<file path="config.mk">
export PLATFORM = sky130hd
export DESIGN_NAME = hbm_cattrip_ctrl
export DESIGN_NICKNAME = d
export VERILOG_FILES = /design/src/rtl/hbm_cattrip_pkg.sv /design/src/rtl/hbm_cattrip_debounce.sv /design/src/rtl/hbm_cattrip_ctrl.sv
export SDC_FILE = /design/constraint.sdc
export NUM_CORES = 1
export LEC_CHECK = 0
export BUFFER_PORTS_ARGS = -buffer_cell sky130_fd_sc_hd__buf_2
export CAP_MARGIN = 10
export CORE_ASPECT_RATIO = 1.1
export CORE_MARGIN = 3
export CORE_UTILIZATION = 47
export CTS_BUF_LIST = sky130_fd_sc_hd__clkbuf_4 sky130_fd_sc_hd__clkbuf_8
export DETAILED_ROUTE_END_ITERATION = 8
export PLACE_DENSITY = 0.76
export SETUP_SLACK_MARGIN = 0.2
export SYNTH_ARGS = -nofsm -noshare
export SYNTH_HDL_FRONTEND = slang
export SYNTH_SLANG_ARGS = --single-unit
</file>
<file path="constraint.sdc">
create_clock -name ap_clk -period 2.53 [get_ports ap_clk]
set_clock_uncertainty 0.05 [all_clocks]
set_input_delay 0.1265 -clock ap_clk [delete_from_list [all_inputs] [get_ports ap_clk]]
set_output_delay 0.1265 -clock ap_clk [all_outputs]
set_load 0.03 [all_outputs]
</file>
<file path="src/rtl/hbm_cattrip_pkg.sv">
// ---------------------------------------------------------------------------
// hbm_cattrip_pkg
// Shared definitions for the HBM catastrophic-trip controller:
//   - state_e      : controller FSM state (2-bit encoding)
//   - DEF_*        : default parameter values used by the top and sub-module
//   - holds_pin()  : true for the states in which HBM_CATTRIP must be high
// ---------------------------------------------------------------------------
package hbm_cattrip_pkg;

    localparam int DEF_NUM_STACKS      = 2;
    localparam int DEF_SYNC_STAGES     = 2;
    localparam int DEF_DEBOUNCE_CYCLES = 16;
    localparam int DEF_CNT_W           = 8;

    typedef enum logic [1:0] {
        ST_IDLE     = 2'd0,
        ST_DEBOUNCE = 2'd1,
        ST_TRIPPED  = 2'd2,
        ST_CLEARING = 2'd3
    } state_e;

    // The pin stays asserted until the clear handshake has fully completed.
    function automatic logic holds_pin(input state_e st);
        return (st == ST_TRIPPED) || (st == ST_CLEARING);
    endfunction

endpackage : hbm_cattrip_pkg

</file>
<file path="src/rtl/hbm_cattrip_debounce.sv">
// ---------------------------------------------------------------------------
// hbm_cattrip_debounce
// One stack's trip flag: synchronizer chain followed by a saturating
// run-length counter of consecutive synced-high cycles.
// Ports:
//   ap_clk    in  clock
//   ap_rst_n  in  asynchronous active-low reset
//   raw_i     in  raw trip flag, asynchronous to ap_clk
//   s_o       out synchronized flag
//   q_o       out qualified: flag has been synced-high DEBOUNCE_CYCLES cycles
// ---------------------------------------------------------------------------
module hbm_cattrip_debounce
    import hbm_cattrip_pkg::*;
#(
    parameter int SYNC_STAGES     = DEF_SYNC_STAGES,
    parameter int DEBOUNCE_CYCLES = DEF_DEBOUNCE_CYCLES
) (
    input  logic ap_clk,
    input  logic ap_rst_n,
    input  logic raw_i,
    output logic s_o,
    output logic q_o
);

    localparam int CW = $clog2(DEBOUNCE_CYCLES + 1);
    localparam logic [CW-1:0] CNT_MAX = CW'(DEBOUNCE_CYCLES);

    logic [SYNC_STAGES-1:0] sync_q;
    logic [CW-1:0]          cnt_q;
    logic [CW-1:0]          cnt_d;

    always_ff @(posedge ap_clk or negedge ap_rst_n) begin
        if (!ap_rst_n) begin
            sync_q <= '0;
            cnt_q  <= '0;
        end else begin
            sync_q <= {sync_q[SYNC_STAGES-2:0], raw_i};
            cnt_q  <= cnt_d;
        end
    end

    assign s_o = sync_q[SYNC_STAGES-1];

    // Any synced-low cycle restarts the qualification window.
    always_comb begin
        cnt_d = cnt_q;
        if (!s_o) begin
            cnt_d = '0;
        end else if (cnt_q != CNT_MAX) begin
            cnt_d = cnt_q + CW'(1);
        end
    end

    assign q_o = (cnt_q == CNT_MAX);

endmodule : hbm_cattrip_debounce

</file>
<file path="src/rtl/hbm_cattrip_ctrl.sv">
// ---------------------------------------------------------------------------
// hbm_cattrip_ctrl
// Drives the board-level HBM_CATTRIP pin from per-stack raw trip flags.
// Each flag is synchronized and debounced; a qualified trip latches the pin
// until the host completes a clear handshake with all flags low.
// Optional feature macro: HBM_CATTRIP_FORCE_EN adds input force_trip, which
// trips immediately from IDLE/DEBOUNCE and blocks clears while high.
// Ports:
//   ap_clk        in  clock
//   ap_rst_n      in  asynchronous active-low reset
//   hbm_trip_raw  in  [NUM_STACKS] raw trip flags (asynchronous)
//   clr_req       in  host clear request, level held until clr_ack
//   force_trip    in  (HBM_CATTRIP_FORCE_EN only) synchronous forced trip
//   clr_ack       out one-cycle pulse when a clear completes
//   HBM_CATTRIP   out registered active-high trip pin
//   trip_src      out [NUM_STACKS] sticky mask of qualifying stacks
//   trip_count    out [CNT_W] saturating count of trip entries
// ---------------------------------------------------------------------------
module hbm_cattrip_ctrl
    import hbm_cattrip_pkg::*;
#(
    parameter int NUM_STACKS      = DEF_NUM_STACKS,
    parameter int SYNC_STAGES     = DEF_SYNC_STAGES,
    parameter int DEBOUNCE_CYCLES = DEF_DEBOUNCE_CYCLES,
    parameter int CNT_W           = DEF_CNT_W
) (
    input  logic                  ap_clk,
    input  logic                  ap_rst_n,
    input  logic [NUM_STACKS-1:0] hbm_trip_raw,
    input  logic                  clr_req,
`ifdef HBM_CATTRIP_FORCE_EN
    input  logic                  force_trip,
`endif
    output logic                  clr_ack,
    output logic                  HBM_CATTRIP,
    output logic [NUM_STACKS-1:0] trip_src,
    output logic [CNT_W-1:0]      trip_count
);

    logic [NUM_STACKS-1:0] s_w;
    logic [NUM_STACKS-1:0] q_w;
    logic                  s_any;
    logic                  q_any;
    logic                  force_w;

    state_e                state_q, state_d;
    logic                  cattrip_q, cattrip_d;
    logic                  ack_q, ack_d;
    logic [NUM_STACKS-1:0] src_q, src_d;
    logic [CNT_W-1:0]      count_q, count_d;
    logic                  enter_trip;

    for (genvar gi = 0; gi < NUM_STACKS; gi++) begin : g_stack
        hbm_cattrip_debounce #(
            .SYNC_STAGES     (SYNC_STAGES),
            .DEBOUNCE_CYCLES (DEBOUNCE_CYCLES)
        ) u_debounce (
            .ap_clk   (ap_clk),
            .ap_rst_n (ap_rst_n),
            .raw_i    (hbm_trip_raw[gi]),
            .s_o      (s_w[gi]),
            .q_o      (q_w[gi])
        );
    end

`ifdef HBM_CATTRIP_FORCE_EN
    assign force_w = force_trip;
`else
    assign force_w = 1'b0;
`endif

    assign s_any = |s_w;
    assign q_any = |q_w;

    always_ff @(posedge ap_clk or negedge ap_rst_n) begin
        if (!ap_rst_n) begin
            state_q   <= ST_IDLE;
            cattrip_q <= 1'b0;
            ack_q     <= 1'b0;
            src_q     <= '0;
            count_q   <= '0;
        end else begin
            state_q   <= state_d;
            cattrip_q <= cattrip_d;
            ack_q     <= ack_d;
            src_q     <= src_d;
            count_q   <= count_d;
        end
    end

    // Next-state: a trip (or any synced flag) always beats a pending clear.
    always_comb begin
        state_d = state_q;
        case (state_q)
            ST_IDLE: begin
                if (force_w)    state_d = ST_TRIPPED;
                else if (s_any) state_d = ST_DEBOUNCE;
            end
            ST_DEBOUNCE: begin
                if (q_any || force_w) state_d = ST_TRIPPED;
                else if (!s_any)      state_d = ST_IDLE;
            end
            ST_TRIPPED: begin
                if (clr_req && !s_any && !force_w) state_d = ST_CLEARING;
            end
            ST_CLEARING: state_d = ST_IDLE;
            default:     state_d = ST_IDLE;
        endcase
    end

    // Outputs and sticky status.
    always_comb begin
        src_d      = src_q;
        count_d    = count_q;
        enter_trip = (state_d == ST_TRIPPED) && (state_q != ST_TRIPPED);
        cattrip_d  = holds_pin(state_d);
        ack_d      = (state_q == ST_CLEARING);

        if (enter_trip && (count_q != {CNT_W{1'b1}})) begin
            count_d = count_q + CNT_W'(1);
        end

        // Only debounce-qualified stacks are recorded; a forced trip from
        // IDLE leaves the mask untouched.
        if (state_q == ST_CLEARING) begin
            src_d = '0;
        end else if ((state_q == ST_TRIPPED) || ((state_q == ST_DEBOUNCE) && q_any)) begin
            src_d = src_q | q_w;
        end
    end

    assign HBM_CATTRIP = cattrip_q;
    assign clr_ack     = ack_q;
    assign trip_src    = src_q;
    assign trip_count  = count_q;

endmodule : hbm_cattrip_ctrl

</file>
==> qor.txt <==
max cap viols: 0
setup TNS: 0 ns
setup bufs post-CTS: 0
final setup fails: 0
Tot GR Track Use: 14.1%
DR WL/cell: 12.6 um
Slew HR: 61.3%
net switching fraction of the power: 22.2%
CP required: 2.70 ns
num rows: 19
period utilization: 81.7%
drt first pass iters: 4
clk buf depth: 2
Place WS: 0.469 ns
hold buffer count at CTS: 4
pwr dens: 477 nW/um2
fin worst setup slack: 0.462 ns
clock slew at reported path FFs: 0.13 ns
1st-iter DRT viols: 23
core area: 2520 um2
RSZ-0062 raised after global routing: no
Routed Wire Length: 2010 um
Reg power frac: 65.9%
total net switching power: 153 uW
CP Capture Type: flip-flop
Starting Density: 50.0%
diode count: 0
worst-margin pin slew: 0.581 ns
die area: 3340 um2
DRC Markers: 0
GRT overflow: 0
antenna violation net count after detailed routing: 0
Leak: 0.000739 uW
initial antenna violation count: 0
min Tclk post-route: 2.07 ns
H-tree Lvls: 1
Avg Inst Size Synth: 12.0 um2
Die Wd: 55.3 um
Pins Over Slew Limit: 0
clk root buf: clkbuf_4
Buffers on Ports: 16
Layout area overhead: 15.0%
routed vias/inst: 5.42
multi-input logic area: 564 um2
worst-path fanout max: 9
critical register-to-register path startpoint: g_stack[1].u_debounce.cnt_q[0]
Max Freq: 484 MHz
Synth Warn #: 0
IO Count: 17
Internal: 537 uW
Crit. Startpoint: g_stack[1].u_debounce.cnt_q[0]
hpwl dp: 1540 um
critical path class: reg -> reg
status: finished, final reports clean
GPL Wtd Cong: 0.779
Yosys cell types: 27
fin util: 57.4%
Die Ht: 60.3 um
Comb pwr share: 6.7%
Fill cells: 228
clock sink count: 27
Critical Path AT: 2.23 ns
Final nets: 140
number of synthesized register bits: 27
sequential cell area: 676 um2
Cells after Synth: 105
Hold Violations, Final: 0
syn nets: 115
post-cts resize count: 0
clock insertion delay at the later pin of the skew report: 0.31 ns
largest net degree at the start of global routing: 28
Seq/Total Area, Yosys: 53.7%
first-pass GRT wire length: 3680 um
worst hold margin: 0.272 ns
Tightest Hold Check Type: in -> async
TritonCTS clock tree: yes
total power: 691 uW
via count: 867
Max VDD drop: 0.000373 V
Inserted Clock Buffers: 3
share of cells above drive strength 1: 24.0%
Worst setup SP type: flip-flop
vias in the first global route: 863
clock power share: 27.3%
Synth Cell Area: 1260 um2
[kinds of logic (layout without fill, tap and decap cells)]
group | count (synthesis) | after routing | synth area share, %
simple gates | 46 | 46 | 24.3
flops | 27 | 27 | 53.7
xor+xnor | 10 | 10 | 6.96
compound gates | 9 | 9 | 5.67
fa+ha+maj | 5 | 5 | 4.97
buf+inv | 5 | 29 | 1.49
mux | 3 | 3 | 2.98
[cell usage after synthesis (all sizes together)]
cell / number / area [um2]
dfrtp: 27 / 676
and3: 8 / 52.6
or2: 1 / 6.26
o31ai: 1 / 7.51
a21boi: 2 / 15.0
nor3: 1 / 5.00
and2: 6 / 37.5
xnor2: 8 / 70.1
nor4bb: 1 / 10.0
nor2: 4 / 15.0
nand4: 4 / 31.3
a21oi: 4 / 20.0
a211oi: 1 / 20.0
nand2: 10 / 40.0
a21o: 1 / 8.76
nand3: 6 / 30.0
and4: 1 / 10.0
nand2b: 2 / 12.5
nand4bb: 2 / 55.1
inv: 5 / 18.8
xor2: 2 / 17.5
ha: 5 / 62.6
mux2: 3 / 37.5
[state kept, by name, indices dropped and copies added (netlist names)]
name                       flops
clr_ack                        1
state_q                        1
trip_src                       2
g_stack.u_debounce.cnt_q      10
HBM_CATTRIP                    1
g_stack.u_debounce.sync_q      4
trip_count                     8
[power by group through the flow]
stage,Combinational (uW),Sequential [uW],Clock (uW)
detailed placement,42.8,464,0
global placement,41.5,463,0
finish,46.4,455,189
CTS,47.7,456,202
floorplan,27.1,461,0
global route,53.9,458,217
[critical path: stages (launching register included)]
cell	delay [ns]
dfrtp_1	0.43
inv_1	0.09
ha_1	0.22
nand4bb_4	0.16
a211oi_4	0.45
and3_2	0.27
mux2_1	0.31
[metrics by stage]
step	area, um2	std cells
6_report	1450	160
3_5_place_dp	1380	152
2_1_floorplan	1260	105
3_3_place_gp	1380	152
4_1_cts	1450	160
5_1_grt	1450	160
[final timing paths]
path,end,slack (ns),cells after the start
setup / recovery,trip_count[6],0.46,6
hold / removal,g_stack[0].u_debounce.cnt_q[3],0.27,2
setup reg to reg,trip_count[6],0.46,6
hold reg to reg,g_stack[1].u_debounce.sync_q[1],0.32,0
max in group asynchronous,g_stack[1].u_debounce.cnt_q[3],1.78,2
min in group ap_clk,g_stack[1].u_debounce.sync_q[1],0.32,0
[area by class of cell]
class | count | share of cell area, %
Sequential cell | 27 | 46.7
Multi-Input combinational cell | 73 | 39.0
Timing Repair Buffer | 20 | 8.30
Tap cell | 31 | 2.68
Clock buffer | 4 | 2.07
Inverter | 5 | 1.30
[metal layers]
layer	up-vias	GRT usage (%)	part of all wire [%]
met3	4	2.59	4.4
li1	410	-	-
met1	426	17.6	46
met5	-	0	0
met2	27	23.6	48
met4	0	6.94	1.7
[layout by cell type, fill, tap and decap left out, types with 5 or more instances in the layout]
cell type and n:
xnor2_1 8, ha_1 5, and3_1 6, inv_1 5
dfrtp_1 27, nand3_1 6, and2_1 6, buf_2 16
nand2_1 9
Note: power is estimated with default switching activity, not from simulation.
